File: config.mk
export PLATFORM = sky130hd
export DESIGN_NAME = bit_serializer
export DESIGN_NICKNAME = d
export VERILOG_FILES = /design/src/rtl/bit_serializer.sv
export SDC_FILE = /design/constraint.sdc
export NUM_CORES = 1
export LEC_CHECK = 0
export CORE_MARGIN = 2
export CORE_UTILIZATION = 50
export CTS_BUF_LIST = sky130_fd_sc_hd__clkbuf_8
export DETAILED_ROUTE_END_ITERATION = 8
export PLACE_DENSITY = 0.79
export SYNTH_ARGS = -nofsm -noshare
export SYNTH_HDL_FRONTEND = slang
export SYNTH_SLANG_ARGS = --single-unit
File: constraint.sdc
create_clock -name Clk -period 2 [get_ports Clk]
set_input_delay 0.5 -clock Clk [delete_from_list [all_inputs] [get_ports Clk]]
set_output_delay 0.5 -clock Clk [all_outputs]
set_load 0.1 [all_outputs]
File: src/rtl/bit_serializer.sv
// Parallel-to-serial front end: accepts WIDTH-bit words over valid/ready and emits one bit per Clk.
// A one-word holding register lets consecutive words stream back-to-back with no idle gap.
module bit_serializer #(
    parameter int   WIDTH     = 8,
    parameter bit   MSB_FIRST = 1'b1,
    parameter logic IDLE_BIT  = 1'b0
) (
    input  logic             Clk,
    input  logic             Rst,
    input  logic [WIDTH-1:0] DataIn,
    input  logic             DataValid,
    output logic             DataReady,
    output logic             SerOut,
    output logic             SerValid,
    output logic             WordDone,
    output logic             Busy
);
    localparam int CW = $clog2(WIDTH);

    typedef enum logic {IDLE, SHIFT} state_t;

    state_t           state_q, state_d;
    logic [CW-1:0]    cnt_q, cnt_d;
    logic [WIDTH-1:0] sh_q, sh_d;
    logic [WIDTH-1:0] hold_q, hold_d;
    logic             hold_full_q, hold_full_d;
    logic             accept, last_bit;
    logic [WIDTH-1:0] sh_adv;

    assign DataReady = !hold_full_q;
    assign accept    = DataValid && DataReady;
    assign last_bit  = (cnt_q == CW'(WIDTH-1));
    // The bit on SerOut always sits at the outgoing end of the shifter.
    assign sh_adv    = MSB_FIRST ? {sh_q[WIDTH-2:0], 1'b0} : {1'b0, sh_q[WIDTH-1:1]};

    always_ff @(posedge Clk) begin
        if (Rst) begin
            state_q     <= IDLE;
            cnt_q       <= '0;
            sh_q        <= '0;
            hold_q      <= '0;
            hold_full_q <= 1'b0;
        end else begin
            state_q     <= state_d;
            cnt_q       <= cnt_d;
            sh_q        <= sh_d;
            hold_q      <= hold_d;
            hold_full_q <= hold_full_d;
        end
    end

    always_comb begin
        state_d     = state_q;
        cnt_d       = cnt_q;
        sh_d        = sh_q;
        hold_d      = hold_q;
        hold_full_d = hold_full_q;
        case (state_q)
            IDLE: begin
                if (accept) begin
                    state_d = SHIFT;
                    sh_d    = DataIn;
                    cnt_d   = '0;
                end
            end
            SHIFT: begin
                if (!last_bit) begin
                    sh_d  = sh_adv;
                    cnt_d = cnt_q + CW'(1);
                    if (accept) begin
                        hold_d      = DataIn;
                        hold_full_d = 1'b1;
                    end
                end else if (hold_full_q) begin
                    // Held word always goes first; DataReady is low so nothing new can arrive.
                    sh_d        = hold_q;
                    hold_full_d = 1'b0;
                    cnt_d       = '0;
                end else if (accept) begin
                    sh_d  = DataIn;
                    cnt_d = '0;
                end else begin
                    state_d = IDLE;
                end
            end
            default: state_d = IDLE;
        endcase
    end

    assign SerValid = (state_q == SHIFT);
    assign SerOut   = SerValid ? (MSB_FIRST ? sh_q[WIDTH-1] : sh_q[0]) : IDLE_BIT;
    assign WordDone = SerValid && last_bit;
    assign Busy     = SerValid || hold_full_q;
endmodule

==> metrics.md, run 1 <==
| Metric | Value |
|---|---|
| Status | finished, final reports clean |
| Starting Density | between 50% and 60% |
| Synth area leaders | dfxtp_1 (42%), mux2i_1 (16%), nor2b_1 (6.3%), o22ai_1 (5.0%), a31oi_1 (4.4%) |
| FFs w/ async S/R, synth | 0% |
| Reg clk slew, reported paths | ~0.08 ns |
| Register bit total from synthesis | 21 |
| CTS resizes | 0 |
| Worst Setup Start Kind | flip-flop |
| Combinational Power Share | about a fifth |
| Crit path DAT | between 1 and 1.5 ns |
| Top-area cell type share of the netlist area | roughly 42% |
| Synthesis-to-layout area growth | 28.59% |
| Netlist area before placement | between 900 and 1000 sq um |
| Fmax | between 0.5 and 0.6 GHz |
| Leak | about 0.53 nW |
| Switching power | ~0.00026 W |
| Multi-input logic area | 530.5 sq um |
| Minimum clock period | 1.909 ns |
| Net Count, Synth | roughly 120 |
| Power Dens Cells | between 700 and 800 nW/um^2 |
| Std-Cell Core Area | approximately 1900 sq um |
| Layout cells sized above 1 | between 15 and 20% |
| Post-detail-place hpwl | ~1500 um |
| Register area share after synthesis | between 40% and 50% |
| # fillers | about 160 |
| Clk_lat worst skew | ~0.26 ns |
| Inserted Diodes | 0 |
| Hold depth | 1 |
| Die Width | 48.58 um |
| Switching share of power | ~28% |
| WHS | 0.4930 ns |
| Hold_buf cts | 0 |
| CTS max path bufs | 2 |
| DRC errors left | 0 |
| Final setup violating endpoints | 0 |
| Final Hold Viols | 0 |
| YS warnings | 0 |
| Post-route insts no fill | 150 |
| Clk_skew | 0.001398 ns |
| Final period util | around 95% |
| Power, Total | between 0.0009 and 0.001 W |
| R2R depth | 6 |
| Crit path max fanout | 4 |
| Cell taking the most area after synthesis | dfxtp_1 |
| FF+latch area | ~420 sq um |
| Total Wirelength | between 2000 and 2500 um |
| Worst vdd ir | 0.0005696 V |
| I/O pin count | 16 |
| Pins over their slew limit | 0 |
| Initial DRC count | 10 |
| Internal | 0.0006714 W |
| All-Layer GR Usage | roughly a fifth |
| First-pass GRT wire length | 3456 um |
| Yosys cell types | 25 |
| Worst hold path type | flip-flop to flip-flop |
| Relative slew slack | 69.90% |
| Final worst-path setup slack | just over 0.09 ns |
| Grt ovf | 0 |
| Post-synth top cells | dfxtp_1 (21), mux2i_1 (16), nor2b_1 (10) |
| Initial antenna violation count | 0 |
| Site row count | 16 |
| Setup TNS | 0 ns |
| IO buf count | 15 |
| Max Cap Viol | 0 |
| Count leader, synth | dfxtp_1 |
| Clk root buf | clkbuf_8 |
| # nets final | around 140 |
| First-pass detailed-route iteration total | 4 |
| Mapped Cells | between 100 and 150 |
| Final ANT Viol Nets | 0 |
| Sequential share of power | 49.6% |
| Num CTS Buffers | 3 |
| Clock Power Share | a little under 30% |
| Largest net degree at the start of global routing | 14 |
| Mapped Avg Cell Area | between 9 and 10 sq um |
| CTS tree | built |
| Vias in the first global route | around 750 |
| DP Cell Count | 146 |
| Vert. Die Dim | 48.58 um |
| Worst Tran Pin Value | 0.4509 ns |
| Post-placement setup slack | 0.2351 ns |
| RSZ-0062 raised after global routing | false |
| WP data required | 1.50 ns |
| WL per Instance | approximately 14 um |
| CP endpoint kind | output pin |
| Full die area | 2360 sq um |
| EDFF count, synth | 0 |
| Routability cong. | between 0.7 and 0.8 |
| WS Path Type | flip-flop to output pin |
| Setup bufs post-CTS | 0 |
| Htree depth | 1 |
| Vias post-DR | slightly above 800 |
| Clock sinks | 21 |
| Drt via density | approximately 5.4 |
| Synth Flop Type | dfxtp_1 |
## through the flow
| step | utilization [%] | cell area, sq um |
|---|---|---|
| after floorplan | - | 999.7 |
| after global placement | 64.06 | 1231 |
| after detailed placement | 64.06 | 1231 |
| after CTS | 66.47 | 1277 |
| after global routing | 66.47 | 1277 |
| final | 66.47 | 1277 |
## layout make-up
type	count	share of cell area [%]
clock inverter	1	0.3918
inverter	2	0.5877
tap	27	2.644
timing repair buffer	20	18.61
multi-input combinational	76	41.53
clock buffer	3	3.232
sequential	21	33.01
## state kept, by name, summed over array words and instances, names as in the netlist
signal / count
cnt_q: 3
sh_q: 8
hold_q: 8
hold_full_q: 1
SerValid: 1
## final timing paths
check | slack (ns) | end | start
worst max-delay path | 0.09 | WordDone | cnt_q[0]
worst min-delay path | 0.49 | cnt_q[0] | cnt_q[0]
worst max register to register | 0.35 | hold_q[7] | cnt_q[0]
worst min register to register | 0.49 | cnt_q[0] | cnt_q[0]
## layout by cell type (no fill, tap or decap), drive strengths merged
cell type	instances
dfxtp	21
mux2i	16
nor2b	10
clkdlybuf4s50	10
buf	10
nor2	9
o22ai	8
a31oi	7
nand2	5
a21oi	3
nand3	3
ha	3
clkbuf	3
and2	2
inv	2
nand2b	2
o21ai	2
o21bai	2
and4bb	1
or2b	1
and2b	1
a211oi	1
clkinv	1
## per-layer routing
metal	vias to the layer above	GRT usage (%)	part of all wire (%)
met5	-	0	0
met4	0	8.571	0.80
met3	4	2.778	2.5
met2	16	29.63	47
met1	379	25.69	49
li1	409	-	-
## power by group through the flow
stage               Clock [W]  Combinational [W]  Sequential (W)
floorplan                   0           0.000124        0.000475
global placement            0           0.000192        0.000472
detailed placement          0           0.000196        0.000473
CTS                  0.000279           0.000197        0.000464
global route         0.000295           0.000210        0.000467
finish               0.000273           0.000198        0.000464
## worst max-delay path, stage by stage, from the launching register on
cell and delay (ns):
dfxtp_1 0.34, ha_1 0.22, ha_1 0.23, and2_2 0.20, buf_12 0.16
## cell families after synthesis
kind of cell	after synthesis	synth area share (%)
AOI/OAI and AO/OA	23	14.61
adders and majority gates	3	3.779
buffers and inverters	8	4.785
DFF	21	42.32
muxes	16	16.12
and+or+nand+nor	34	18.39
(Power assumes the default switching activity.)
==> run 2, diff against run 1 <==
--- a/config.mk
+++ b/config.mk
@@ -6,10 +6,10 @@
 export NUM_CORES = 1
 export LEC_CHECK = 0
 export CORE_MARGIN = 2
-export CORE_UTILIZATION = 50
+export CORE_UTILIZATION = 54
 export CTS_BUF_LIST = sky130_fd_sc_hd__clkbuf_8
 export DETAILED_ROUTE_END_ITERATION = 8
-export PLACE_DENSITY = 0.79
+export PLACE_DENSITY = 0.84
 export SYNTH_ARGS = -nofsm -noshare
 export SYNTH_HDL_FRONTEND = slang
 export SYNTH_SLANG_ARGS = --single-unit
==> run 2 against run 1 <==
  * Core utilization rose by 7.3 points
  * Clock-buffer cell count is the same
  * Sequential share of layout area grew 0.097 points
  * Combinational power increased by 2%
  * Die area shrank 6.8%
  * Routed wire length grew 4.0%
  * Sequential power is essentially flat
  * Total power barely moved
  * Sequential cell count unchanged
  * Clock skew increased by 0.0064 ns
  * Via count is 4.1% higher
  * Critical path type unchanged
  * Critical endpoint unchanged
  * Highest routed layer unchanged
==> metrics.md, run 2 (same netlist as run 1, synthesis figures left out) <==
| Metric | Value |
|---|---|
| I/O pin count | 16 (unchanged) |
| CTS tree | built |
| Minimum clock period | 1.897 ns (-0.01187 ns) |
| Power Dens Cells | 734.0 nW/um^2 (+0.21%) |
| Crit path max fanout | 3 (-1) |
| CP cell instances | ha_1 > ha_1 > and2_2 > buf_12 |
| First-pass GRT wire length | 3560 um (+3.0%) |
| Inserted Diodes | 0 (unchanged) |
| Vias post-DR | 841 (+4.1%) |
| Die Width | 46.89 um (-3.5%) |
| Relative slew slack | 71.83% (+1.9 points) |
| Synthesis-to-layout area growth | 28.21% |
| Vias in the first global route | 838 (+12%) |
| Layout cells sized above 1 | 14.63% (-0.81 points) |
| Std-Cell Core Area | 1727 sq um (-10%) |
| Final core utilization | 73.77% (+7.3 points) |
| Num CTS Buffers | 3 (unchanged) |
| CP most frequent cell | ha_1 |
| RSZ-0062 raised after global routing | false |
| Final Hold Viols | 0 (unchanged) |
| Leak | 0.5280 nW (+0.24%) |
| Worst Tran Pin Value | 0.4223 ns (-0.02860 ns) |
| DRC errors left | 0 (unchanged) |
| IO buf count | 15 (unchanged) |
| Site row count | 15 (-1) |
| Post-placement setup slack | 0.2182 ns (-0.01696 ns) |
| Worst Setup Start Kind | flip-flop |
| All-Layer GR Usage | 23.37% (+4.5 points) |
| Commonest non-fill, non-tap cell in the layout | dfxtp_1 |
| Post-route insts no fill | 148 (-1.3%) |
| Final setup violating endpoints | 0 (unchanged) |
| Status | finished, final reports clean |
| Largest net degree at the start of global routing | 17 (+3) |
| Clock sinks | 21 (unchanged) |
| Htree depth | 1 (unchanged) |
| Starting Density | 57.54% (+5.8 points) |
| Crit path DAT | 1.40 ns (about the same) |
| Largest registers | hold_q: 8 flops, sh_q: 8 flops, cnt_q: 3 flops |
| Final ANT Viol Nets | 0 (unchanged) |
| CP endpoint kind | output pin |
| First-pass detailed-route iteration total | 4 (unchanged) |
| Final period util | 94.85% (-0.59 points) |
| WS Path Type | flip-flop to output pin |
| Reg clk slew, reported paths | 0.08 ns (about the same) |
| CTS resizes | 0 (unchanged) |
| Full die area | 2199 sq um (-6.8%) |
| Setup TNS | 0 ns (unchanged) |
| DP Cell Count | 144 (-1.4%) |
| Setup bufs post-CTS | 0 (unchanged) |
| Slowest cell on crit path | dfxtp_1 |
| Initial antenna violation count | 0 (unchanged) |
| WL per Instance | 14.85 um (+5.4%) |
| Fmax | 0.5271 GHz (+0.63%) |
| Clk root buf | clkbuf_8 |
| CTS max path bufs | 2 (unchanged) |
| Initial DRC count | 15 (+5) |
| Routability cong. | 0.7346 (-3.2%) |
| Pins over their slew limit | 0 (unchanged) |
| Drt via density | 5.682 (+5.5%) |
| Clk_lat worst skew | 0.26 ns (about the same) |
| Vert. Die Dim | 46.89 um (-3.5%) |
| Power, Total | 0.0009349 W (about the same) |
| Hold_buf cts | 0 (unchanged) |
| # nets final | 138 (unchanged) |
| Post-detail-place hpwl | 1589 um (+6.9%) |
| Total Wirelength | 2198 um (+4.0%) |
| Worst vdd ir | 0.0005966 V (+4.7%) |
| Worst hold path type | flip-flop to flip-flop |
| Final worst-path setup slack | 0.1029 ns (+0.01187 ns) |
| Most frequent cells in the layout | dfxtp_1 (20), mux2i_1 (16), nor2b_1 (10), clkdlybuf4s50_1 (10), nor2_1 (9) |
| Clk_skew | 0.007827 ns (+0.006429 ns) |
| CP peak stage delay | 0.34 ns (about the same) |
| Grt ovf | 0 (unchanged) |
| WP data required | 1.50 ns (about the same) |
| Max Cap Viol | 0 (unchanged) |
-- run 2: cell types whose count changed in the layout (fill, tap and decap cells not counted) --
cell | before | now
clkinv_2 | 1 | 0
inv_1 | 2 | 3
-- run 2: report_power, final --
part | internal [W] | switching, W
Sequential | 0.000443 | 0.0000193
Combinational | 0.0000915 | 0.000110
Clock | 0.000137 | 0.000134
-- run 2: metal layers --
layer	part of all wire [%]	vias to the layer above	wire (um)	GRT usage, %
met5	0	-	0	0
met4	0.86	0	19	6.667
met3	5.0	4	110	8.077
met2	51	22	1131	38.63
met1	43	400	937	28.87
li1	-	415	-	-
-- run 2: final timing paths --
check | from | endpoint | slack, ns | cells past startpoint
worst min register to register | hold_q[0] | sh_q[0] | 0.49 | 2
worst max-delay path | cnt_q[0] | WordDone | 0.10 | 4
worst max register to register | cnt_q[0] | hold_q[2] | 0.35 | 6
worst min-delay path | hold_q[0] | sh_q[0] | 0.49 | 2
-- run 2: worst max-delay path, delay by kind of cell, from the launching register on --
kind / cells / cell delay, ns
buffers and inverters: 1 / 0.16
adders and majority gates: 2 / 0.43
DFF: 1 / 0.34
and+or+nand+nor: 1 / 0.19
-- run 2: final cells by class --
class	instances	area, sq um
inverter	2	7.507
multi-input combinational	76	530.5
timing repair buffer	20	237.7
sequential	21	421.7
tap	25	31.28
clock buffer	3	41.29
clock inverter	1	3.754
fill	130	452.9
-- run 2: metrics by stage --
| stage | instance area (sq um) | hold WS (ns) |
|---|---|---|
| floorplan | 999.7 | 0.4435 |
| global placement | 1229 | 0.4670 |
| detailed placement | 1229 | 0.4861 |
| CTS | 1274 | 0.4925 |
| global route | 1274 | 0.5229 |
| finish | 1274 | 0.4917 |
==> run 3, diff against run 2 <==
--- a/config.mk
+++ b/config.mk
@@ -6,9 +6,10 @@
 export NUM_CORES = 1
 export LEC_CHECK = 0
 export CORE_MARGIN = 2
-export CORE_UTILIZATION = 54
+export CORE_UTILIZATION = 64
 export CTS_BUF_LIST = sky130_fd_sc_hd__clkbuf_8
 export DETAILED_ROUTE_END_ITERATION = 8
+export DONT_BUFFER_PORTS = 1
 export PLACE_DENSITY = 0.84
 export SYNTH_ARGS = -nofsm -noshare
 export SYNTH_HDL_FRONTEND = slang
==> run 3 against run 2 <==
  * Critical path depth down 1
  * Setup slack improved by 0.048 ns
  * Routed wire length decreased by 18%
  * Via count down 7.4%
  * Core utilization grew 0.77 points
  * Global-route usage decreased by 1.8 points
  * Final cell count shrank 14%
  * Non-clock buffer count fell by 12
  * First-iteration DRC count down 6.7%
  * Total power is 5.7% lower
  * Sequential power hardly changed
  * Sequential cell count unchanged
  * Largest cell class unchanged
==> metrics.md, run 3 (same netlist as run 1, synthesis figures left out) <==
| Metric | Value |
|---|---|
| Hold_buf cts | 0 (unchanged) |
| Worst hold path type | primary input to flip-flop |
| Clk_skew | 0.002318 ns (-0.005509 ns) |
| Crit path max fanout | 13 (+10) |
| Leak | 0.4648 nW (-12%) |
| First-pass detailed-route iteration total | 4 (unchanged) |
| Vert. Die Dim | 43.40 um (-7.4%) |
| Final core utilization | 74.54% (+0.77 points) |
| Power Dens Cells | 794.3 nW/um^2 (+8.2%) |
| Die Width | 43.40 um (-7.4%) |
| Full die area | 1884 sq um (-14%) |
| WHS | 0.2988 ns (-0.1928 ns) |
| Initial antenna violation count | 0 (unchanged) |
| Grt ovf | 0 (unchanged) |
| WS Path Type | flip-flop to output pin |
| # nets final | 126 (-8.7%) |
| CTS tree | built |
| Drt via density | 6.134 (+7.9%) |
| Clk_lat worst skew | 0.26 ns (about the same) |
| First-pass GRT wire length | 3056 um (-14%) |
| Minimum clock period | 1.849 ns (-0.04780 ns) |
| Layout cells sized above 1 | 14.41% (-0.22 points) |
| Htree depth | 1 (unchanged) |
| WL per Instance | 14.17 um (-4.6%) |
| Commonest non-fill, non-tap cell in the layout | dfxtp_1 |
| Largest registers | hold_q: 8 flops, sh_q: 8 flops, cnt_q: 3 flops |
| RSZ-0062 raised after global routing | false |
| Vias post-DR | 779 (-7.4%) |
| Fmax | 0.5407 GHz (+2.6%) |
| Site row count | 14 (-1) |
| DRC errors left | 0 (unchanged) |
| Post-detail-place hpwl | 1276 um (-20%) |
| Setup bufs post-CTS | 0 (unchanged) |
| Reg clk slew, reported paths | 0.07 ns (about the same) |
| Total Wirelength | 1800 um (-18%) |
| CP endpoint kind | output pin |
| Most frequent cells in the layout | dfxtp_1 (20), mux2i_1 (16), nor2b_1 (10) |
| Final Hold Viols | 0 (unchanged) |
| Hold depth | 1 (-1) |
| Num CTS Buffers | 3 (unchanged) |
| CTS max path bufs | 2 (unchanged) |
| All-Layer GR Usage | 21.61% (-1.8 points) |
| Vias in the first global route | 741 (-12%) |
| Final period util | 92.46% (-2.4 points) |
| R2R depth | 6 (unchanged) |
| Std-Cell Core Area | 1489 sq um (-14%) |
| Worst Setup Start Kind | flip-flop |
| I/O pin count | 16 (unchanged) |
| Relative slew slack | 72.60% (+0.78 points) |
| Final ANT Viol Nets | 0 (unchanged) |
| Starting Density | 66.72% (+9.2 points) |
| Setup TNS | 0 ns (unchanged) |
| Max Cap Viol | 0 (unchanged) |
| Status | finished, final reports clean |
| Clock sinks | 21 (unchanged) |
| Worst Tran Pin Value | 0.4104 ns (-0.01195 ns) |
| WP data required | 1.50 ns (about the same) |
| Clk root buf | clkbuf_8 |
| Largest net degree at the start of global routing | 18 (+1) |
| Pins over their slew limit | 0 (unchanged) |
| Synthesis-to-layout area growth | 11.71% |
| CTS resizes | 0 (unchanged) |
| Routability cong. | 0.8073 (+9.9%) |
| Worst vdd ir | 0.0006414 V (+7.5%) |
| Crit path DAT | 1.35 ns (-0.05 ns) |
| IO buf count | 0 (-15) |
| Inserted Diodes | 0 (unchanged) |
| Initial DRC count | 14 (-1) |
| Final setup violating endpoints | 0 (unchanged) |
[run 3: worst paths after layout]
check        slack [ns]  endpoint   startpoint
max                0.15      Busy  hold_full_q
min                0.30  SerValid          Rst
max reg2reg        0.30   sh_q[0]     cnt_q[0]
min reg2reg        0.48  cnt_q[0]     cnt_q[0]
[run 3: metal layers]
layer / part of all wire (%) / GRT usage [%]
met5: 0 / 0
met1: 47 / 29.18
met2: 46 / 31.04
met4: 1.4 / 14.55
met3: 5.8 / 4.583
[run 3: layout make-up]
class | count | area, sq um
multi-input cells | 76 | 530.5
inverters | 2 | 7.507
well taps | 16 | 20.02
fillers | 105 | 379.1
clock inverters | 1 | 3.754
repair buffers | 8 | 85.08
clock buffers | 3 | 41.29
flip-flops and latches | 21 | 421.7
[run 3: report_power, final]
group          total, W  internal, W  switching (W)
clock          0.000267     0.000137       0.000130
combinational  0.000152    0.0000585      0.0000934
sequential     0.000462     0.000443      0.0000193
total          0.000882     0.000638       0.000243
[run 3: critical path, stage by stage, from the launching register on]
cell and delay (ns):
dfxtp_1 0.57, inv_1 0.15, nand2_2 0.08, buf_4 0.28
[run 3: through the flow]
step                      total power [W]  instances  worst slack (ns)  instance area (sq um)
final                           0.0008815        127            0.1507                   1110
after global routing            0.0009160        127           0.09703                   1110
after CTS                       0.0008877        127            0.1440                   1110
after detailed placement        0.0006224        123            0.3243                   1065
after global placement          0.0006190        123            0.3754                   1065
after floorplan                 0.0005992        105           -0.1625                  999.7
